<file path="config.mk">
export PLATFORM = sky130hd
export DESIGN_NAME = mem_arbiter_flat
export DESIGN_NICKNAME = d
export VERILOG_FILES = /design/src/rtl/mem_arbiter_if.sv /design/src/rtl/mem_arbiter.sv /design/src/flat_wrapper.sv
export SDC_FILE = /design/constraint.sdc
export NUM_CORES = 1
export LEC_CHECK = 0
export ABC_CLOCK_PERIOD_IN_PS = 3000
export CAP_MARGIN = 20
export CORE_AREA = 2 2 103 105
export CTS_BUF_LIST = sky130_fd_sc_hd__clkbuf_4
export DETAILED_ROUTE_END_ITERATION = 10
export DIE_AREA = 0 0 105 107
export PLACE_DENSITY = 0.69
export SYNTH_ARGS = -nofsm -noshare
export SYNTH_HDL_FRONTEND = slang
export SYNTH_SLANG_ARGS = --single-unit
</file>
<file path="constraint.sdc">
create_clock -name CLK -period 3 [get_ports CLK]
set_input_delay 0.9 -clock CLK [delete_from_list [all_inputs] [get_ports CLK]]
set_output_delay 0.9 -clock CLK [all_outputs]
set_load 0.01 [all_outputs]
</file>
<file path="src/rtl/mem_arbiter_if.sv">
// Bundle of the cache-side request ports and the shared RAM port seen by mem_arbiter.
// The slave view belongs to the arbiter; the master view belongs to the caches and the RAM.
interface mem_arbiter_if #(
    parameter int ADDR_W = 32
);
    logic              iREN;
    logic [ADDR_W-1:0] iaddr;
    logic [ADDR_W-1:0] iload;
    logic              iwait;

    logic              dREN;
    logic              dWEN;
    logic [ADDR_W-1:0] daddr;
    logic [ADDR_W-1:0] dstore;
    logic [ADDR_W-1:0] dload;
    logic              dwait;

    logic              ramREN;
    logic              ramWEN;
    logic [ADDR_W-1:0] ramaddr;
    logic [ADDR_W-1:0] ramstore;
    logic [ADDR_W-1:0] ramload;
    logic [1:0]        ramstate;
    logic              bus_err;

    modport slave (
        input  iREN, iaddr, dREN, dWEN, daddr, dstore, ramload, ramstate,
        output iload, iwait, dload, dwait, ramREN, ramWEN, ramaddr, ramstore, bus_err
    );

    modport master (
        output iREN, iaddr, dREN, dWEN, daddr, dstore, ramload, ramstate,
        input  iload, iwait, dload, dwait, ramREN, ramWEN, ramaddr, ramstore, bus_err
    );
endinterface

</file>
<file path="src/rtl/mem_arbiter.sv">
// Single-port RAM arbiter between the instruction and data caches: grant locked per
// transaction, data side preferred, instruction side forced in after STARVE_LIMIT data grants.
module mem_arbiter #(
    parameter int STARVE_LIMIT = 4,
    parameter int ADDR_W       = 32
) (
    input  logic          CLK,
    input  logic          RST,
    mem_arbiter_if.slave  bus
);

    typedef enum logic [1:0] {
        IDLE = 2'd0,
        IGNT = 2'd1,
        DGNT = 2'd2
    } state_t;

    localparam logic [1:0] RS_ACCESS = 2'd2;
    localparam logic [1:0] RS_ERROR  = 2'd3;
    localparam logic [3:0] LIMIT     = 4'(STARVE_LIMIT);

    state_t     state_q, state_d;
    logic [3:0] starve_cnt_q, starve_cnt_d;
    logic       d_req;
    logic       ram_done;

    assign d_req    = bus.dREN | bus.dWEN;
    assign ram_done = (bus.ramstate == RS_ACCESS) || (bus.ramstate == RS_ERROR);

    always_ff @(posedge CLK) begin
        if (RST) begin
            state_q      <= IDLE;
            starve_cnt_q <= '0;
        end else begin
            state_q      <= state_d;
            starve_cnt_q <= starve_cnt_d;
        end
    end

    // The counter only grows while a fetch is actually waiting, so it can never pass LIMIT.
    always_comb begin
        state_d      = state_q;
        starve_cnt_d = starve_cnt_q;
        unique case (state_q)
            IDLE: begin
                if (!bus.iREN) begin
                    starve_cnt_d = '0;
                end
                if (d_req && (!bus.iREN || starve_cnt_q != LIMIT)) begin
                    state_d = DGNT;
                    if (bus.iREN) begin
                        starve_cnt_d = starve_cnt_q + 4'd1;
                    end
                end else if (bus.iREN) begin
                    state_d      = IGNT;
                    starve_cnt_d = '0;
                end
            end
            IGNT: begin
                if (!bus.iREN || ram_done) begin
                    state_d = IDLE;
                end
            end
            DGNT: begin
                if (!d_req || ram_done) begin
                    state_d = IDLE;
                end
            end
            default: state_d = IDLE;
        endcase
    end

    always_comb begin
        bus.ramREN   = 1'b0;
        bus.ramWEN   = 1'b0;
        bus.ramaddr  = {ADDR_W{1'b0}};
        bus.ramstore = {ADDR_W{1'b0}};
        bus.iwait    = 1'b1;
        bus.dwait    = 1'b1;
        bus.iload    = {ADDR_W{1'b0}};
        bus.dload    = {ADDR_W{1'b0}};
        bus.bus_err  = 1'b0;
        unique case (state_q)
            IGNT: begin
                bus.ramaddr = bus.iaddr;
                if (bus.iREN) begin
                    bus.ramREN = 1'b1;
                    if (bus.ramstate == RS_ACCESS) begin
                        bus.iwait = 1'b0;
                        bus.iload = bus.ramload;
                    end
                    bus.bus_err = (bus.ramstate == RS_ERROR);
                end
            end
            DGNT: begin
                bus.ramaddr  = bus.daddr;
                bus.ramstore = bus.dstore;
                // A combined read+write request is treated as a write.
                if (d_req) begin
                    bus.ramWEN = bus.dWEN;
                    bus.ramREN = ~bus.dWEN;
                    if (bus.ramstate == RS_ACCESS) begin
                        bus.dwait = 1'b0;
                        bus.dload = bus.ramload;
                    end
                    bus.bus_err = (bus.ramstate == RS_ERROR);
                end
            end
            default: ;
        endcase
    end

endmodule

</file>
<file path="src/flat_wrapper.sv">
// flat-port wrapper written by rule: the top's interface ports become plain ports
module mem_arbiter_flat 
#(
    parameter int STARVE_LIMIT = 4,
    parameter int ADDR_W       = 32
)
  (CLK, RST, bus_iREN, bus_iaddr, bus_dREN, bus_dWEN, bus_daddr, bus_dstore, bus_ramload, bus_ramstate, bus_iload, bus_iwait, bus_dload, bus_dwait, bus_ramREN, bus_ramWEN, bus_ramaddr, bus_ramstore, bus_bus_err);
  mem_arbiter_if #(.ADDR_W(ADDR_W)) bus_i ();
  input  logic CLK;
  input  logic RST;
  input wire logic [$bits(bus_i.iREN)-1:0] bus_iREN;
  input wire logic [$bits(bus_i.iaddr)-1:0] bus_iaddr;
  input wire logic [$bits(bus_i.dREN)-1:0] bus_dREN;
  input wire logic [$bits(bus_i.dWEN)-1:0] bus_dWEN;
  input wire logic [$bits(bus_i.daddr)-1:0] bus_daddr;
  input wire logic [$bits(bus_i.dstore)-1:0] bus_dstore;
  input wire logic [$bits(bus_i.ramload)-1:0] bus_ramload;
  input wire logic [$bits(bus_i.ramstate)-1:0] bus_ramstate;
  output wire logic [$bits(bus_i.iload)-1:0] bus_iload;
  output wire logic [$bits(bus_i.iwait)-1:0] bus_iwait;
  output wire logic [$bits(bus_i.dload)-1:0] bus_dload;
  output wire logic [$bits(bus_i.dwait)-1:0] bus_dwait;
  output wire logic [$bits(bus_i.ramREN)-1:0] bus_ramREN;
  output wire logic [$bits(bus_i.ramWEN)-1:0] bus_ramWEN;
  output wire logic [$bits(bus_i.ramaddr)-1:0] bus_ramaddr;
  output wire logic [$bits(bus_i.ramstore)-1:0] bus_ramstore;
  output wire logic [$bits(bus_i.bus_err)-1:0] bus_bus_err;
  assign bus_i.iREN = bus_iREN;
  assign bus_i.iaddr = bus_iaddr;
  assign bus_i.dREN = bus_dREN;
  assign bus_i.dWEN = bus_dWEN;
  assign bus_i.daddr = bus_daddr;
  assign bus_i.dstore = bus_dstore;
  assign bus_i.ramload = bus_ramload;
  assign bus_i.ramstate = bus_ramstate;
  assign bus_iload = bus_i.iload;
  assign bus_iwait = bus_i.iwait;
  assign bus_dload = bus_i.dload;
  assign bus_dwait = bus_i.dwait;
  assign bus_ramREN = bus_i.ramREN;
  assign bus_ramWEN = bus_i.ramWEN;
  assign bus_ramaddr = bus_i.ramaddr;
  assign bus_ramstore = bus_i.ramstore;
  assign bus_bus_err = bus_i.bus_err;
  mem_arbiter #(.STARVE_LIMIT(STARVE_LIMIT), .ADDR_W(ADDR_W)) u_core (.CLK(CLK), .RST(RST), .bus(bus_i));
endmodule
</file>
==> impl_metrics.prom <==
# TYPE chip_impl_metric gauge
chip_impl_metric{name="postSynth.asyncResetShare",unit="%"} 0
chip_impl_info{name="startpoint_type",value="input pin"} 1
chip_impl_metric{name="drt_drc_violations_left",unit=""} 0
chip_impl_metric{name="num-nets-final",unit=""} 652
chip_impl_metric{name="synth.yosys.warnings",unit=""} 0
chip_impl_metric{name="synth_fp_nets",unit=""} 379
chip_impl_info{name="postSynth.topFlopCell",value="dfxtp_1"} 1
chip_impl_metric{name="finalWorstSetupSlack",unit="ps"} 56.8
chip_impl_metric{name="ant_nets",unit=""} 0
chip_impl_metric{name="clock_sinks",unit=""} 6
chip_impl_info{name="hold_path_origin",value="u_core.starve_cnt_q[1]$_SDFFE_PP0N_"} 1
chip_impl_info{name="crit_path_start",value="bus_dstore[17]"} 1
chip_impl_metric{name="crit_path_max_fanout",unit=""} 1
chip_impl_info{name="clk_root_buffer_cell",value="clkbuf_4"} 1
chip_impl_metric{name="final.min_clock_period",unit="ps"} 2940
chip_impl_metric{name="routedWlPerCell",unit="um"} 16.0
chip_impl_metric{name="n_antenna_cell",unit=""} 0
chip_impl_metric{name="die-height",unit="um"} 107
chip_impl_metric{name="via_count_of_the_routed_design",unit=""} 2779
chip_impl_metric{name="worstMarginPinSlew",unit="ps"} 433
chip_impl_metric{name="dieWidth",unit="um"} 105
chip_impl_info{name="run_status",value="finished, final reports clean"} 1
chip_impl_metric{name="critical-path-max-stage-delay",unit="ps"} 540
chip_impl_info{name="critPathKind",value="input pin to output pin"} 1
chip_impl_metric{name="grt_overflow",unit=""} 0
chip_impl_metric{name="grt_max_degree",unit=""} 65
chip_impl_metric{name="grt_antenna_before_repair",unit=""} 0
chip_impl_metric{name="worstPathArrival",unit="ps"} 2040
chip_impl_metric{name="maximum_capacitance_violations",unit=""} 0
chip_impl_metric{name="setup-violations-final",unit=""} 0
chip_impl_metric{name="power_density",unit="nW/um^2"} 179
chip_impl_metric{name="rows",unit=""} 37
chip_impl_info{name="critical-path-slowest-cell",value="clkdlybuf4s50_1"} 1
chip_impl_metric{name="groute.usage.overall",unit="%"} 16.5
chip_impl_metric{name="synthesis.area",unit="um^2"} 1570
chip_impl_metric{name="synthesis.area_per_instance",unit="um^2"} 6.58
chip_impl_metric{name="ys_seq_elements",unit=""} 6
chip_impl_metric{name="drt-total-wl",unit="um"} 10300
chip_impl_metric{name="postLayoutCellArea",unit="um^2"} 4440
chip_impl_metric{name="route.detailed.vias_per_inst",unit=""} 4.30
chip_impl_info{name="endpoint_kind",value="output pin"} 1
chip_impl_metric{name="worstSkewPairLatency",unit="ps"} 260
chip_impl_metric{name="final_layout_size_suffix_gt1_share",unit="%"} 13.1
chip_impl_info{name="crit_top_cell",value="clkdlybuf4s50_1"} 1
chip_impl_metric{name="power.ir.vdd_worst",unit="uV"} 69.3
chip_impl_metric{name="synth_enable_flop_cells",unit=""} 0
chip_impl_metric{name="initial_cell_density_of_the_core",unit="%"} 15.6
chip_impl_metric{name="reg_clk_slew_reported_paths",unit="ps"} 50
chip_impl_metric{name="post-dp-hpwl",unit="um"} 7920
chip_impl_info{name="netlist.top_cell.by_area",value="and2_1"} 1
chip_impl_info{name="timing.rr.start",value="u_core.state_q[0]$_SDFFE_PP0P_"} 1
chip_impl_metric{name="gp_congestion",unit=""} 0.876
chip_impl_info{name="worstPathCellList",value="clkdlybuf4s50_1, and2_1, clkdlybuf4s50_1"} 1
chip_impl_metric{name="place_area",unit="um^2"} 4470
chip_impl_metric{name="h-tree-depth",unit=""} 1
chip_impl_metric{name="finalHoldViolCount",unit=""} 0
chip_impl_metric{name="cp.required",unit="ps"} 2100
chip_impl_info{name="tritoncts_clock_tree",value="done"} 1
chip_impl_metric{name="grt_pass1_wl",unit="um"} 15000
chip_impl_metric{name="synth_top_cell_area_share",unit="%"} 39.0
chip_impl_metric{name="power.leakage",unit="nW"} 2.08
chip_impl_metric{name="via_count_of_the_first_global_routing_pass",unit=""} 2933
chip_impl_metric{name="clock_buffers_created_by_tritoncts",unit=""} 3
chip_impl_info{name="yosys-top-cells-area",value="and2_1 39%, a22oi_1 15%, nor2b_1 13%"} 1
chip_impl_metric{name="pre_cts_slack",unit="ps"} -469
chip_impl_info{name="unrepaired_setup_endpoints_after_global_routing",value="no"} 1
chip_impl_metric{name="synth-seq-area-share",unit="%"} 7.64
chip_impl_metric{name="hold_buffers",unit=""} 0
chip_impl_metric{name="yosysUniqueCellTypes",unit=""} 28
chip_impl_metric{name="max_freq",unit="MHz"} 340
chip_impl_metric{name="io_pins",unit=""} 268
chip_impl_metric{name="areaGrowthSynthToFinish",unit="%"} 183
chip_impl_metric{name="floorplan.core_area",unit="um^2"} 10100
chip_impl_metric{name="min_period_over_period",unit="%"} 98.1
chip_impl_metric{name="dr.first_iter.drc_count",unit=""} 128
chip_impl_metric{name="firstDrtPassIters",unit=""} 4
chip_impl_metric{name="final_core_utilization",unit="%"} 44.0
chip_impl_info{name="worst_hold_path_type",value="flop to flop"} 1
chip_impl_metric{name="drv_slew",unit=""} 0
chip_impl_metric{name="die_area",unit="um^2"} 11200
chip_impl_metric{name="syn-instance-count",unit=""} 239
chip_impl_metric{name="slew_headroom",unit="%"} 70.9
chip_impl_metric{name="io_buffer_count",unit=""} 267
chip_impl_metric{name="final.setup_skew",unit="ps"} 0.495
chip_impl_metric{name="max-clock-path-buffers",unit=""} 2
==> through the flow <==
step / hold slack (ps) / setup TNS, ps / power (mW) / instances
after detailed placement: 510 / -28960 / 0.717 / 634
after global routing: 561 / 0 / 0.847 / 646
final: 519 / 0 / 0.797 / 646
after global placement: 490 / -29000 / 0.715 / 634
after CTS: 524 / 0 / 0.795 / 645
after floorplan: 469 / 0 / 0.317 / 239
==> path summary, 6_finish.rpt <==
path | endpoint | slack [ps] | cells past startpoint
max reg2reg | u_core.state_q[1]$_SDFFE_PP0P_ | 1380 | 7
min | u_core.starve_cnt_q[1]$_SDFFE_PP0N_ | 520 | 2
min reg2reg | u_core.starve_cnt_q[1]$_SDFFE_PP0N_ | 520 | 2
max | bus_ramstore[17] | 60 | 3
==> cells in the mapped netlist (2+ instances only) <==
cell,count
a21oi_1,4
nand3_1,2
a31oi_1,2
o21ai_0,2
and2_1,98
clkbuf_1,20
nand2b_1,3
nor2_1,6
nor2b_1,33
a22oi_1,32
dfxtp_1,6
nand2_1,5
nor3_1,2
inv_1,6
ha_1,5
==> sequential cells by signal, summed over array words and instances, names as in the netlist <==
| register | count |
|---|---|
| u_core.state_q | 2 |
| u_core.starve_cnt_q | 4 |
==> area by class of cell <==
class	instances	area [um^2]
fillers	1051	5650
repair buffers	289	2730
multi-input cells	206	1380
well taps	136	170
flip-flops and latches	6	120
clock buffers	3	22.5
inverters	6	22.5
==> cell families (layout without fill, tap and decap cells) <==
| family | after synthesis | count (layout) | share of synthesized area (%) |
|---|---|---|---|
| AND/OR/NAND/NOR | 154 | 154 | 59.9 |
| AO/OA/AOI/OAI | 46 | 46 | 21.3 |
| buffers and inverters | 27 | 298 | 6.53 |
| flip-flops | 6 | 6 | 7.64 |
| adder cells (fa/ha/maj) | 5 | 5 | 3.98 |
| multiplexers | 1 | 1 | 0.637 |
==> placed cells by master, fill, tap and decap left out, types with 5 or more instances in the layout <==
cell type and n:
buf_4 11, dfxtp_1 6, clkbuf_2 30, dlymetal6s2s_1 5, and2_1 98, nor2b_1 33, inv_1 6, dlygate4sd2_1 63
clkdlybuf4s50_1 162, a22oi_1 32
==> critical path: cells and delay by family <==
kind | cells | cell delay, ps
AND/OR/NAND/NOR | 1 | 120
buffers and inverters | 2 | 1010
==> report_power, final <==
| group | internal (mW) | switching [mW] | total, mW |
|---|---|---|---|
| clock | 0.0458 | 0.0370 | 0.0828 |
| combinational | 0.381 | 0.244 | 0.626 |
| sequential | 0.0843 | 0.00431 | 0.0887 |
| total | 0.512 | 0.285 | 0.797 |
==> metal layers <==
| metal | GRT usage (%) | part of all wire (%) |
|---|---|---|
| met5 | 0 | 0 |
| met4 | 3.52 | 0.51 |
| met3 | 5.35 | 10 |
| met2 | 31.8 | 52 |
| met1 | 17.5 | 38 |
==> repair_timing <==
item,CTS,global route
cloned,4,1
hold endpoints to repair,0,0
gates resized for setup,138,54
pin swaps,3,2
buffers inserted,4,0
setup endpoints to repair,96,40
No activity file was read; power rests on OpenSTA's default activity.
